--- src/rtl/ram_rd_streamer.sv ---
// Read command engine for a simple dual-port RAM with a registered read port.
// Streams (addr, len) bursts out as valid/ready beats through a 2-entry skid buffer.
module ram_rd_streamer #(
    parameter int  WORD_WIDTH = 32,
    parameter int  WORD_COUNT = 256,
    localparam int ADDR_WIDTH = $clog2(WORD_COUNT),
    localparam int LEN_WIDTH  = ADDR_WIDTH + 1
) (
    input  logic                  clk_i,
    input  logic                  rstn_i,
    input  logic                  cmd_valid_i,
    output logic                  cmd_ready_o,
    input  logic [ADDR_WIDTH-1:0] cmd_addr_i,
    input  logic [LEN_WIDTH-1:0]  cmd_len_i,
    output logic [ADDR_WIDTH-1:0] ram_addr_o,
    input  logic [WORD_WIDTH-1:0] ram_rdata_i,
    output logic                  out_valid_o,
    input  logic                  out_ready_i,
    output logic [WORD_WIDTH-1:0] out_data_o,
    output logic                  out_last_o,
    output logic                  busy_o,
    output logic                  done_o
);

    typedef enum logic {
        S_IDLE,
        S_RUN
    } state_e;

    state_e                state_q, state_d;
    logic [ADDR_WIDTH-1:0] cur_addr_q, cur_addr_d;
    logic [LEN_WIDTH-1:0]  issue_cnt_q, issue_cnt_d;
    logic [LEN_WIDTH-1:0]  beat_cnt_q, beat_cnt_d;
    logic                  done_q, done_d;
    logic                  inflight_q;
    logic [1:0]            fill_q, fill_d;
    logic                  head_q;
    logic [WORD_WIDTH-1:0] buf_q [2];

    logic                  pop;
    logic                  issue;
    logic [2:0]            occ;

    assign pop = (fill_q != 2'd0) && out_ready_i;
    // Occupancy once this cycle's pop and capture settle; issue only if a slot stays free.
    assign occ = {1'b0, fill_q} + {2'b00, inflight_q} - {2'b00, pop};
    assign issue = (state_q == S_RUN) && (issue_cnt_q != '0) && (occ < 3'd2);
    assign fill_d = fill_q + {1'b0, inflight_q} - {1'b0, pop};

    always_comb begin
        state_d     = state_q;
        cur_addr_d  = cur_addr_q;
        issue_cnt_d = issue_cnt_q;
        beat_cnt_d  = beat_cnt_q;
        done_d      = 1'b0;
        unique case (state_q)
            S_IDLE: begin
                if (cmd_valid_i) begin
                    cur_addr_d  = cmd_addr_i;
                    issue_cnt_d = cmd_len_i;
                    beat_cnt_d  = cmd_len_i;
                    if (cmd_len_i == '0) done_d = 1'b1;
                    else state_d = S_RUN;
                end
            end
            S_RUN: begin
                if (issue) begin
                    if (cur_addr_q == ADDR_WIDTH'(WORD_COUNT - 1))
                        cur_addr_d = '0;
                    else
                        cur_addr_d = cur_addr_q + ADDR_WIDTH'(1);
                    issue_cnt_d = issue_cnt_q - LEN_WIDTH'(1);
                end
                if (pop) begin
                    beat_cnt_d = beat_cnt_q - LEN_WIDTH'(1);
                    if (beat_cnt_q == LEN_WIDTH'(1)) begin
                        state_d = S_IDLE;
                        done_d  = 1'b1;
                    end
                end
            end
            default: state_d = S_IDLE;
        endcase
    end

    always_ff @(posedge clk_i or negedge rstn_i) begin
        if (!rstn_i) begin
            state_q     <= S_IDLE;
            cur_addr_q  <= '0;
            issue_cnt_q <= '0;
            beat_cnt_q  <= '0;
            done_q      <= 1'b0;
            inflight_q  <= 1'b0;
            fill_q      <= 2'd0;
            head_q      <= 1'b0;
            buf_q[0]    <= '0;
            buf_q[1]    <= '0;
        end else begin
            state_q     <= state_d;
            cur_addr_q  <= cur_addr_d;
            issue_cnt_q <= issue_cnt_d;
            beat_cnt_q  <= beat_cnt_d;
            done_q      <= done_d;
            inflight_q  <= issue;
            fill_q      <= fill_d;
            // Tail slot is head + fill; the outstanding bound keeps fill <= 1 here.
            if (inflight_q) buf_q[head_q ^ fill_q[0]] <= ram_rdata_i;
            if (pop) head_q <= ~head_q;
        end
    end

    assign cmd_ready_o = (state_q == S_IDLE);
    assign busy_o      = (state_q != S_IDLE);
    assign done_o      = done_q;
    assign ram_addr_o  = cur_addr_q;
    assign out_valid_o = (fill_q != 2'd0);
    assign out_data_o  = buf_q[head_q];
    assign out_last_o  = out_valid_o && (beat_cnt_q == LEN_WIDTH'(1));

    a_cmd_known: assert property (@(posedge clk_i) disable iff (!rstn_i)
        cmd_valid_i |-> !$isunknown({cmd_addr_i, cmd_len_i}));
    a_cmd_len: assert property (@(posedge clk_i) disable iff (!rstn_i)
        cmd_valid_i |-> (cmd_len_i <= LEN_WIDTH'(WORD_COUNT)));
    a_out_stable: assert property (@(posedge clk_i) disable iff (!rstn_i)
        (out_valid_o && !out_ready_i) |=> ($stable(out_data_o) && $stable(out_last_o)));

endmodule

--- config.mk ---
export PLATFORM = sky130hd
export DESIGN_NAME = ram_rd_streamer
export DESIGN_NICKNAME = d
export VERILOG_FILES = /design/src/rtl/ram_rd_streamer.sv
export SDC_FILE = /design/constraint.sdc
export NUM_CORES = 1
export LEC_CHECK = 0
export ABC_AREA = 1
export BUFFER_PORTS_ARGS = -buffer_cell sky130_fd_sc_hd__buf_2
export CAP_MARGIN = 30
export CORE_MARGIN = 8
export CORE_UTILIZATION = 50
export DETAILED_ROUTE_END_ITERATION = 10
export PLACE_DENSITY = 0.73
export REMOVE_ABC_BUFFERS = 1
export SYNTH_ARGS = -nofsm -noshare
export SYNTH_HDL_FRONTEND = slang
export SYNTH_SLANG_ARGS = --single-unit
--- constraint.sdc ---
create_clock -name clk_i -period 2.9 [get_ports clk_i]
set_input_delay 0.145 -clock clk_i [delete_from_list [all_inputs] [get_ports clk_i]]
set_output_delay 0.145 -clock clk_i [all_outputs]
set_load 0.05 [all_outputs]
==> qor.csv <==
stage,metric,value,unit
cts,clock latency on the worst-skew pair,0.36,ns
logic_synthesis,post-synth top area cell,dfrtp_1,
timing,normalized max-slew margin,54.1,%
timing,fmax,378,MHz
final_layout,Final Net Count,747,
place,PortBufs,97,
critical_path,Worst Path Max Fanout,27,
logic_synthesis,Post-synth ARST share,100,%
worst_hold_path,worst min path class,in -> reg,
timing,worst-margin pin slew,0.688,ns
die,Die X-Extent,116,µm
detailed_routing,vias,4141,
logic_synthesis,"Avg Cell Area, Syn",8.52,µm²
detailed_routing,WL/cell,13.9,µm
timing,final hold vios,0,
logic_synthesis,synth cell count leaders,"nand2_1, dfrtp_1, o21ai_0",
detailed_routing,drt first pass iters,4,
logic_synthesis,prevailing post-synth register cell,dfrtp_1,
detailed_routing,initial drt markers,255,
timing,Final Slew Violations,0,
timing,final period utilization,91.1,%
final_layout,fillers,881,
die,io pins,98,
die,DIE AREA,0.0134,mm²
cts,Num CTS Buffers,9,
final_layout,ANT cells,0,
detailed_routing,post-route antenna net violation count,0,
cts,Root Buffer Master,clkbuf_8,
detailed_routing,DRC,0,
final_layout,Area Growth Syn to Fin,18.6,%
place,DP HPWL,8100,µm
cts,CTS Buffer Depth,2,
cts,"CTS clk-pin slew, worst paths",0.09,ns
critical_path,crit start category,flip-flop,
logic_synthesis,register area share after synthesis,48.1,%
outcome,outcome,"complete, no violations",
grt,pin count of the biggest net entering global routing,55,
grt,first-pass GRT wire length,19400,µm
detailed_routing,vias per cell,5.01,
logic_synthesis,Post-Syn Instances,586,
grt,global route overflow,0,
critical_path,CP arrival,2.90,ns
run,max cap viols,0,
die,Rows,36,
timing,RSZ-0062 raised after global routing,no,
cts,CTS tree,built,
final_layout,Layout Utilization,60.8,%
logic_synthesis,Yosys reg bits,96,
timing,Tmin final,2.64,ns
detailed_routing,final WL,11500,µm
cts,CTS sink cnt,96,
timing,Worst Skew,0.00519,ns
cts,setup bufs post-CTS,0,
logic_synthesis,ranking of synthesized cells by area,"dfrtp_1, nand2_1, mux2_4, o21ai_0, inv_1",
final_layout,Reg area,0.00240,mm²
critical_path,Worst setup EP type,flip-flop,
timing,final setup vio count,0,
logic_synthesis,Synthesis Warnings,0,
logic_synthesis,mapped cell area,0.00499,mm²
die,starting density of the core,51.3,%
critical_path,WP data required,3.16,ns
die,core area,0.00973,mm²
grt,Global Route Usage Sum,17.9,%
timing,Fin Setup TNS,0,ns
critical_path,WS Path Type,reg -> reg,
logic_synthesis,Post-synth EDFFs,0,
logic_synthesis,Yosys cell types,32,
place,routability cong.,0.832,
grt,initial antenna violation count,0,
logic_synthesis,most frequent cell after synthesis,nand2_1,
logic_synthesis,post-synth top area share,48.1,%
cts,htree depth,3,
final_layout,Multi-input gate area,0.00219,mm²
grt,vias in the first global route,4087,
die,Die Y,116,µm
final_layout,share of cells above drive strength 1,24.5,%
-- registers in the layout, indices dropped and copies added, names as in the netlist --
register     cells
inflight_q       1
head_q           1
fill_q           2
issue_cnt_q      9
done_o           1
buf_q           64
busy_o           1
beat_cnt_q       9
ram_addr_o       8
-- layout make-up --
class | count | area share, %
sequential | 96 | 40.6
multi-input combinational | 397 | 37.0
timing repair buffer | 115 | 11.4
inverter | 69 | 4.38
tap | 133 | 2.81
clock buffer | 10 | 2.33
clock inverter | 6 | 1.52
-- metal layers --
metal | wire, µm | vias up | track usage, %
met5 | 0 | - | 0
met4 | 196 | 0 | 5.36
met3 | 769 | 19 | 3.75
met2 | 5160 | 113 | 28.1
met1 | 5330 | 1945 | 24.4
li1 | - | 2064 | -
-- worst paths after layout --
check | from | cells past startpoint | slack [ns] | end
worst max-delay path | fill_q[1] | 11 | 0.26 | issue_cnt_q[3]
max in group asynchronous | rstn_i | 3 | 1.84 | head_q
worst max register to register | fill_q[1] | 11 | 0.26 | issue_cnt_q[3]
worst min-delay path | ram_rdata_i[10] | 3 | 0.007 | buf_q[10]
worst min register to register | issue_cnt_q[8] | 2 | 0.48 | issue_cnt_q[8]
min in group asynchronous | rstn_i | 2 | 0.36 | buf_q[23]
-- what timing repair did --
action                    CTS  global route
hold endpoints to repair   60             0
hold buffers               11             0
resized for setup           0             0
-- cell usage in the layout (no fill, tap or decap), types with 4 or more instances in the layout --
master,count
buf_2,96
a21oi_1,5
o21ai_2,8
nand4_1,4
clkbuf_8,10
ha_1,5
mux2_4,30
o21ai_0,87
dlygate4sd3_1,11
dfrtp_1,96
nand2_1,172
nor2_1,41
buf_4,6
inv_1,66
nand3_1,24
-- logic make-up (layout without fill, tap and decap cells) --
group           after synthesis  after routing  share of synthesized area, %
flops                        96             96                          48.1
simple gates                249            249                          20.3
mux                          32             32                          9.48
xor+xnor                      3              3                         0.677
compound gates              107            107                          11.7
buf+inv                      93            200                          8.05
fa+ha+maj                     6              6                          1.65
-- stage by stage --
stage / setup slack [ns] / hold WS, ns / instances / area, µm²
after floorplan: 0.0928 / -0.151 / 562 / 4850
after global placement: 0.409 / 0.219 / 799 / 5580
after detailed placement: 0.277 / 0.232 / 799 / 5580
after CTS: 0.260 / 0.000415 / 826 / 5920
after global routing: 0.0926 / 0.0122 / 826 / 5920
final: 0.257 / 0.00683 / 826 / 5920
-- worst max-delay path: stages, from the launching register on --
cell     delay, ns
dfrtp_1       0.43
o21a_1        0.26
nand2_1       0.12
o21ai_0       0.10
ha_1          0.20
fa_1          0.49
nor3_2        0.29
nand2_4       0.14
nand2_4       0.29
nand2_1       0.10
nand2_1       0.07
nand2_1       0.04
Power is left out: the tool's default activity adds up to more than one toggle a clock period on the data nets, which glitch-free logic cannot reach.
